**src/rtl/multicycle_ctrl.sv**
```systemverilog
// Multicycle CPU control FSM: IF/ID/EX/MEM/WB sequencing with memory-wait timeout and sticky error.
// Optional retired-instruction counter on instret_o when MC_INSTRET_EN is defined.
module multicycle_ctrl #(
  parameter int unsigned MEM_TIMEOUT = 16
) (
  input  logic        clk_i,
  input  logic        rst_i,
  input  logic [6:0]  opcode_i,
  input  logic        zero_i,
  input  logic        mem_ack_i,
  output logic        imem_req_o,
  output logic        dmem_req_o,
  output logic        dmem_we_o,
  output logic        ir_we_o,
  output logic        pc_we_o,
  output logic        pc_sel_o,
  output logic        alu_src_o,
  output logic [1:0]  alu_op_o,
  output logic        reg_we_o,
  output logic        wb_sel_o,
  output logic [2:0]  state_o,
`ifdef MC_INSTRET_EN
  output logic [31:0] instret_o,
`endif
  output logic        err_o
);

  localparam int unsigned CNT_W = $clog2(MEM_TIMEOUT + 1);

  localparam logic [6:0] OP_R      = 7'b0110011;
  localparam logic [6:0] OP_I      = 7'b0010011;
  localparam logic [6:0] OP_LOAD   = 7'b0000011;
  localparam logic [6:0] OP_STORE  = 7'b0100011;
  localparam logic [6:0] OP_BRANCH = 7'b1100011;

  typedef enum logic [2:0] {
    S_IF  = 3'd0,
    S_ID  = 3'd1,
    S_EX  = 3'd2,
    S_MEM = 3'd3,
    S_WB  = 3'd4,
    S_ERR = 3'd7
  } state_t;

  state_t             state_q, state_nxt;
  logic [CNT_W-1:0]   wait_cnt_q, wait_cnt_nxt;
  logic               run_q;
  logic               timeout;
  logic               is_load, is_store, legal;

  assign is_load  = (opcode_i == OP_LOAD);
  assign is_store = (opcode_i == OP_STORE);
  assign legal    = (opcode_i == OP_R) || (opcode_i == OP_I) || is_load || is_store ||
                    (opcode_i == OP_BRANCH);
  assign timeout  = (wait_cnt_q == CNT_W'(MEM_TIMEOUT - 1));
  assign state_o  = state_q;

  // run_q holds the FSM idle (outputs low) until the first clock edge after reset release
  always_ff @(posedge clk_i or negedge rst_i) begin
    if (!rst_i) begin
      state_q    <= S_IF;
      wait_cnt_q <= '0;
      run_q      <= 1'b0;
    end else begin
      run_q <= 1'b1;
      if (run_q) begin
        state_q    <= state_nxt;
        wait_cnt_q <= wait_cnt_nxt;
      end
    end
  end

  // Next state and all combinational outputs
  always_comb begin
    state_nxt    = state_q;
    wait_cnt_nxt = '0;
    imem_req_o   = 1'b0;
    dmem_req_o   = 1'b0;
    dmem_we_o    = 1'b0;
    ir_we_o      = 1'b0;
    pc_we_o      = 1'b0;
    pc_sel_o     = 1'b0;
    alu_src_o    = 1'b0;
    alu_op_o     = 2'b00;
    reg_we_o     = 1'b0;
    wb_sel_o     = 1'b0;
    err_o        = 1'b0;
    case (state_q)
      S_IF: begin
        imem_req_o = 1'b1;
        if (mem_ack_i) begin
          ir_we_o   = 1'b1;
          pc_we_o   = 1'b1;
          state_nxt = S_ID;
        end else if (timeout) begin
          state_nxt = S_ERR;
        end else begin
          wait_cnt_nxt = CNT_W'(wait_cnt_q + 1'b1);
        end
      end
      S_ID: state_nxt = legal ? S_EX : S_ERR;
      S_EX: begin
        case (opcode_i)
          OP_R: begin
            alu_op_o  = 2'b10;
            state_nxt = S_WB;
          end
          OP_I: begin
            alu_op_o  = 2'b10;
            alu_src_o = 1'b1;
            state_nxt = S_WB;
          end
          OP_LOAD, OP_STORE: begin
            alu_src_o = 1'b1;
            state_nxt = S_MEM;
          end
          OP_BRANCH: begin
            alu_op_o  = 2'b01;
            pc_we_o   = zero_i;
            pc_sel_o  = zero_i;
            state_nxt = S_IF;
          end
          default: state_nxt = S_ERR;
        endcase
      end
      S_MEM: begin
        dmem_req_o = 1'b1;
        dmem_we_o  = is_store;
        if (mem_ack_i) begin
          state_nxt = is_load ? S_WB : S_IF;
        end else if (timeout) begin
          state_nxt = S_ERR;
        end else begin
          wait_cnt_nxt = CNT_W'(wait_cnt_q + 1'b1);
        end
      end
      S_WB: begin
        reg_we_o  = 1'b1;
        wb_sel_o  = is_load;
        state_nxt = S_IF;
      end
      S_ERR: err_o = 1'b1;
      default: state_nxt = S_ERR;
    endcase
    if (!run_q) begin
      imem_req_o = 1'b0;
      dmem_req_o = 1'b0;
      dmem_we_o  = 1'b0;
      ir_we_o    = 1'b0;
      pc_we_o    = 1'b0;
      pc_sel_o   = 1'b0;
      alu_src_o  = 1'b0;
      alu_op_o   = 2'b00;
      reg_we_o   = 1'b0;
      wb_sel_o   = 1'b0;
      err_o      = 1'b0;
    end
  end

`ifdef MC_INSTRET_EN
  logic retire;
  assign retire = run_q && (state_nxt == S_IF) &&
                  ((state_q == S_WB) || (state_q == S_MEM) || (state_q == S_EX));

  // Retired-instruction count, wraps naturally at 32 bits
  always_ff @(posedge clk_i or negedge rst_i) begin
    if (!rst_i) instret_o <= '0;
    else if (retire) instret_o <= instret_o + 32'd1;
  end
`endif

endmodule

```
**config.mk**
```make
export PLATFORM = sky130hd
export DESIGN_NAME = multicycle_ctrl
export DESIGN_NICKNAME = d
export VERILOG_FILES = /design/src/rtl/multicycle_ctrl.sv
export SDC_FILE = /design/constraint.sdc
export NUM_CORES = 1
export LEC_CHECK = 0
export BUFFER_PORTS_ARGS = -buffer_cell sky130_fd_sc_hd__buf_2
export CAP_MARGIN = 0
export CORE_MARGIN = 2
export CORE_UTILIZATION = 48
export CTS_BUF_LIST = sky130_fd_sc_hd__clkbuf_4 sky130_fd_sc_hd__clkbuf_8 sky130_fd_sc_hd__clkbuf_16
export DETAILED_ROUTE_END_ITERATION = 7
export HOLD_SLACK_MARGIN = 0.02
export PLACE_DENSITY = 0.79
export SLEW_MARGIN = 10
export SYNTH_ARGS = -nofsm -noshare
export SYNTH_HDL_FRONTEND = slang
export SYNTH_SLANG_ARGS = --single-unit
```
**constraint.sdc**
```tcl
create_clock -name clk_i -period 1.9 [get_ports clk_i]
set_input_delay 0.38 -clock clk_i [delete_from_list [all_inputs] [get_ports clk_i]]
set_output_delay 0.38 -clock clk_i [all_outputs]
set_load 0.005 [all_outputs]
```
==> impl_metrics.json, run 1 <==
{
  "status": "finished clean",
  "n_antenna_cell": 0,
  "min_period_ns": 1.87,
  "dr.pass1.iters": 4,
  "synth-edff-count": 0,
  "viasPerCell": 5.83,
  "power_leakage_nw": 0.482,
  "path_cells": "or3_4 -> nor2_4 -> and2_1 -> buf_2",
  "cts-root-buf": "clkbuf_4",
  "nets": 135,
  "syn2layout_area_growth_pct": 39.3,
  "final.setup_skew_ns": 0.000935,
  "avgSynthCellArea_um2": 8.51,
  "ir_drop_v": 0.000470,
  "hold_viol": 0,
  "syn-num-nets": 98,
  "cpPeakStageDelay_ns": 0.45,
  "antenna_found_initial": 0,
  "initial_utilization_pct": 49.7,
  "powerDensity_nw_per_um2": 385,
  "r2r_start": "state_o[1]$_DFFE_PN0P_",
  "io_buffers": 25,
  "grt.overflow.total": 0,
  "arrival_ns": 1.49,
  "syn_area_um2": 732,
  "setup_viol": 0,
  "grt_pass1_vias": 687,
  "cp.required_ns": 1.52,
  "r2r_setup_slack_ns": 0.30,
  "synth-main-ff-cell": "dfrtp_1",
  "cts_sinks": 9,
  "dpl_cell_area_um2": 888,
  "insertion_delay_ns": 0.26,
  "yosys_warnings": 0,
  "period_share_pct": 98.2,
  "cp_top_family": "simple AND/OR/NAND/NOR gates",
  "hpwlAfterDp_um": 1280,
  "yosysSeqAreaShare_pct": 30.8,
  "rr_endpoint": "state_o[2]$_DFFE_PN0P_",
  "crit_slowest_cell": "or3_4",
  "drv_cap": 0,
  "nFillCells": 111,
  "gp_congestion": 0.786,
  "drt_wl_total_um": 1960,
  "rows": 14,
  "drv_slew": 0,
  "clk_pin_slew_ns": 0.06,
  "track_usage_pct": 20.7,
  "htreeDepth": 1,
  "crit_type": "flop to output pin",
  "fin_area_um2": 1020,
  "pin_count": 26,
  "synth_cell_types": 39,
  "clock.fmax_mhz": 536,
  "cp_max_fo": 5,
  "vias": 804,
  "end_kind": "output pin",
  "drive_gt1_share_pct": 45.1,
  "numCtsBuffers": 3,
  "hold_class": "input port to asynchronous set/reset pin",
  "drtIter0Drc": 41,
  "rsz0062_at_grt": "yes",
  "syn_inst": 86,
  "async_flop_share_pct": 100,
  "wl_per_cell_um": 14.2,
  "die_area_um2": 1850,
  "ff2ff_path_depth": 6,
  "ys_ff_latch": 9,
  "cts_tree": "built",
  "die-height_um": 43.1,
  "die_w_um": 43.1,
  "design.core.area_um2": 1470,
  "grt_max_degree": 15,
  "crit_buf_inv": 1,
  "drcViolationCount": 0,
  "clockBufferDepth": 2,
  "finalPower_uw": 393,
  "grt_pass1_wl_um": 2950,
  "ant_nets": 0,
  "critPathLaunchType": "flop"
}
[worst max-delay path by stage]
stage	startpoint	to	slack, ns	cells after the start
floorplan	opcode_i[2]	pc_we_o	0.26	5
global placement	opcode_i[2]	pc_we_o	0.13	6
detailed placement	opcode_i[2]	pc_we_o	0.07	6
CTS	state_o[1]$_DFFE_PN0P_	wb_sel_o	0.02	3
global route	state_o[0]$_DFFE_PN0P_	pc_we_o	-0.06	5
finish	state_o[1]$_DFFE_PN0P_	ir_we_o	0.03	4
[synthesized netlist by cell type, types with 2 or more instances]
| master | count | area, um2 |
|---|---|---|
| a21boi_0 | 2 | 15.0 |
| a21oi_1 | 5 | 25.0 |
| and2_1 | 3 | 18.8 |
| buf_2 | 3 | 15.0 |
| dfrtp_1 | 9 | 225 |
| inv_1 | 3 | 11.3 |
| nand2_1 | 6 | 22.5 |
| nand2b_1 | 4 | 25.0 |
| nand3_1 | 4 | 20.0 |
| nand3b_1 | 2 | 15.0 |
| nor2_1 | 6 | 22.5 |
| nor3_1 | 2 | 10.0 |
| nor4_1 | 4 | 25.0 |
| o21ai_0 | 4 | 20.0 |
| o22a_1 | 2 | 17.5 |
| o31ai_1 | 2 | 15.0 |
| or3_1 | 3 | 18.8 |
[metrics by stage]
step                setup TNS (ns)  setup WS [ns]  hold WS, ns  util, %  cells
floorplan                        0          0.261       0.0844        -     86
global placement                 0          0.126        0.238     60.4    128
detailed placement               0         0.0703        0.240     60.4    128
CTS                              0         0.0179        0.491     64.6    135
global route                -0.100        -0.0619        0.493     69.3    138
finish                           0         0.0344        0.499     69.3    138
[metal layers]
metal / vias to the layer above / track usage (%) / share of wire [%]
met5: - / 0 / 0
met4: 0 / 3.64 / 0
met3: 0 / 7.66 / 5.6
met2: 27 / 32.7 / 51
met1: 386 / 27.2 / 44
li1: 391 / - / -
[registers in the layout, indices dropped and copies added, names as in the netlist]
register,cells
run_q,1
state_o,3
wait_cnt_q,5
[layout make-up]
type                       count  area [um2]  share of cell area (%)
clock buffer                   3        22.5                    2.21
tap                           16        20.0                    1.96
clock inverter                 1        5.00                   0.491
timing repair buffer          37         221                    21.7
multi-input combinational     69         512                    50.2
inverter                       3        11.3                    1.10
sequential                     9         228                    22.3
[cells by family after synthesis]
group | after synthesis | synth area share [%]
AO/OA/AOI/OAI | 24 | 24.6
XOR/XNOR | 1 | 1.20
adder cells (fa/ha/maj) | 1 | 1.71
buffers and inverters | 8 | 6.15
flip-flops | 9 | 30.8
other | 1 | 0.512
AND/OR/NAND/NOR | 42 | 35.0
[power breakdown]
| group | internal, mW | leakage (nW) | switching, mW |
|---|---|---|---|
| sequential | 0.193 | 0.106 | 0.00128 |
| combinational | 0.0239 | 0.358 | 0.0278 |
| clock | 0.0777 | 0.0177 | 0.0692 |
[cells in the final DEF, fill, tap and decap left out, types with 2 or more instances in the layout]
cell / count
buf_2: 25
buf_4: 10
dfrtp_1: 7
nand2_1: 6
nor2_1: 5
a21oi_1: 5
nand3_1: 4
nand2b_1: 4
o21ai_0: 4
inv_1: 3
nor4_2: 3
clkbuf_4: 3
nand3b_1: 2
or3_1: 2
and2_1: 2
a21boi_0: 2
nor3_1: 2
o22a_1: 2
o31ai_1: 2
dfrtp_2: 2
[worst register-to-register path, delay by kind of cell, from the launching register on]
| family | cells | cell delay [ns] |
|---|---|---|
| xor+xnor | 1 | 0.34 |
| flops | 1 | 0.43 |
| compound gates | 3 | 0.45 |
| buf+inv | 2 | 0.30 |
[timing repair]
action / in CTS / in global routing
buffers inserted: 2 / 3
hold buffers: 1 / 0
pin swaps: 0 / 5
setup endpoints to repair: 4 / 5
endpoints found under the hold margin: 9 / 0
gates resized for setup: 4 / 8
No activity file was read; power rests on OpenSTA's default activity.
==> inputs of run 2 (changes only) <==
--- a/config.mk
+++ b/config.mk
@@ -13,6 +13,7 @@
 export DETAILED_ROUTE_END_ITERATION = 7
 export HOLD_SLACK_MARGIN = 0.02
 export PLACE_DENSITY = 0.79
+export RECOVER_POWER = 100
 export SLEW_MARGIN = 10
 export SYNTH_ARGS = -nofsm -noshare
 export SYNTH_HDL_FRONTEND = slang
==> run 2 against run 1 <==
Via count is the same. Cell area shrank 0.12%. Die area is the same. Maximum frequency is essentially flat. Setup slack is essentially flat. Power is essentially flat. Sequential share of layout area is essentially flat. Final cell count is the same. Combinational power is essentially flat. Sequential power is essentially flat. Clock skew is essentially flat.
==> impl_metrics.json, run 2 (synthesis results as in run 1) <==
{
  "cts_sinks": 9,
  "min_from": "wait_cnt_q[3]$_DFFE_PN0P_",
  "r2r_start": "state_o[1]$_DFFE_PN0P_",
  "rr_endpoint": "state_o[2]$_DFFE_PN0P_",
  "drv_cap": 0,
  "dr.pass1.iters": 4,
  "final.setup_skew_ns": 0.000821,
  "whs_endpoint": "wait_cnt_q[3]$_DFFE_PN0P_",
  "clk_pin_slew_ns": 0.06,
  "die-height_um": 43.1,
  "ff2ff_path_depth": 6,
  "drt_wl_total_um": 1960,
  "hold_class": "flop to flop",
  "syn2layout_area_growth_pct": 39.1,
  "end_kind": "output pin",
  "grt_max_degree": 15,
  "finalPower_uw": 392,
  "rsz0062_at_grt": "yes",
  "arrival_ns": 1.49,
  "track_usage_pct": 20.7,
  "clock.fmax_mhz": 536,
  "design.core.area_um2": 1470,
  "numCtsBuffers": 3,
  "finalSetupTns_ns": 0,
  "min_period_ns": 1.87,
  "drcViolationCount": 0,
  "hpwlAfterDp_um": 1280,
  "vias": 804,
  "nFillCells": 111,
  "min_delay_path_depth": 1,
  "largest_reg_flops": 5,
  "drive_gt1_share_pct": 44.3,
  "ir_drop_v": 0.000469,
  "wl_per_cell_um": 14.2,
  "cpPeakStageDelay_ns": 0.45,
  "die_w_um": 43.1,
  "drv_slew": 0,
  "cp.required_ns": 1.52,
  "final_common_cell": "buf_2",
  "clockBufferDepth": 2,
  "gp_congestion": 0.786,
  "powerDensity_nw_per_um2": 385,
  "critPathLaunchType": "flop",
  "crit_slowest_cell": "or3_4",
  "grt_pass1_wl_um": 2950,
  "regMostFlops": "wait_cnt_q",
  "initial_utilization_pct": 49.7,
  "r2r_setup_slack_ns": 0.30,
  "drtIter0Drc": 42,
  "insertion_delay_ns": 0.26,
  "io_buffers": 25,
  "pin_count": 26,
  "dp_slack_ns": 0.0703,
  "hold_slack_ns": 0.503,
  "final_cell_mix": "buf_2, buf_4, dfrtp_1",
  "n_antenna_cell": 0,
  "period_share_pct": 98.2,
  "ant_nets": 0,
  "setup_viol": 0,
  "grt_pass1_vias": 687,
  "viasPerCell": 5.83,
  "status": "finished clean",
  "rows": 14,
  "hold_viol": 0,
  "htreeDepth": 1,
  "power_leakage_nw": 0.479,
  "antenna_found_initial": 0,
  "cts_tree": "built",
  "crit_type": "flop to output pin",
  "cts-root-buf": "clkbuf_4",
  "fin_ws_ns": 0.0345,
  "cp_max_fo": 5,
  "nets": 135,
  "grt.overflow.total": 0,
  "path_cells": "or3_4 -> nor2_4 -> and2_1 -> buf_2",
  "die_area_um2": 1850
}
-- run 2: how the worst max path moves through the flow --
stage | from | endpoint | slack, ns | cells past startpoint
global placement | opcode_i[2] | pc_we_o | 0.13 | 6
detailed placement | opcode_i[2] | pc_we_o | 0.07 | 6
finish | state_o[1]$_DFFE_PN0P_ | ir_we_o | 0.03 | 4
CTS | state_o[1]$_DFFE_PN0P_ | wb_sel_o | 0.02 | 3
floorplan | opcode_i[2] | pc_we_o | 0.26 | 5
global route | state_o[0]$_DFFE_PN0P_ | pc_we_o | -0.06 | 5
-- run 2: cell type report --
| type | instances | area [um2] | share of cell area, % |
|---|---|---|---|
| multi-input combinational | 69 | 512 | 50.2 |
| clock inverter | 1 | 5.00 | 0.491 |
| tap | 16 | 20.0 | 1.97 |
| sequential | 9 | 228 | 22.4 |
| timing repair buffer | 37 | 220 | 21.6 |
| clock buffer | 3 | 22.5 | 2.21 |
| inverter | 3 | 11.3 | 1.11 |
-- run 2: what timing repair did --
item,CTS,global route
pin swaps,0,5
hold buffers,1,0
endpoints found under the hold margin,9,0
endpoints found under the setup margin,4,5
setup buffers,2,3
gates resized for setup,4,8
-- run 2: routing by layer --
metal	part of all wire (%)	GRT usage [%]	vias to the layer above
li1	-	-	391
met1	44	27.2	386
met2	51	32.7	27
met3	5.6	7.66	0
met4	0	3.64	0
met5	0	0	-
-- run 2: critical path: cells and delay by family, from the launching register on --
family | cells | cell delay [ns]
buffers and inverters | 1 | 0.10
DFF | 1 | 0.43
and+or+nand+nor | 3 | 0.69
-- run 2: through the flow --
| stage | std cells | instance area [um2] | util [%] |
|---|---|---|---|
| after global routing | 138 | 1020 | 69.2 |
| final | 138 | 1020 | 69.2 |
| after CTS | 135 | 951 | 64.6 |
| after global placement | 128 | 888 | 60.4 |
| after floorplan | 86 | 732 | - |
| after detailed placement | 128 | 888 | 60.4 |
-- run 2: power by group --
group / internal, mW / total [mW] / leakage (nW) / switching, mW
logic: 0.0236 / 0.0514 / 0.355 / 0.0278
registers: 0.193 / 0.194 / 0.106 / 0.00128
clock network: 0.0777 / 0.147 / 0.0177 / 0.0691
total: 0.294 / 0.392 / 0.479 / 0.0982
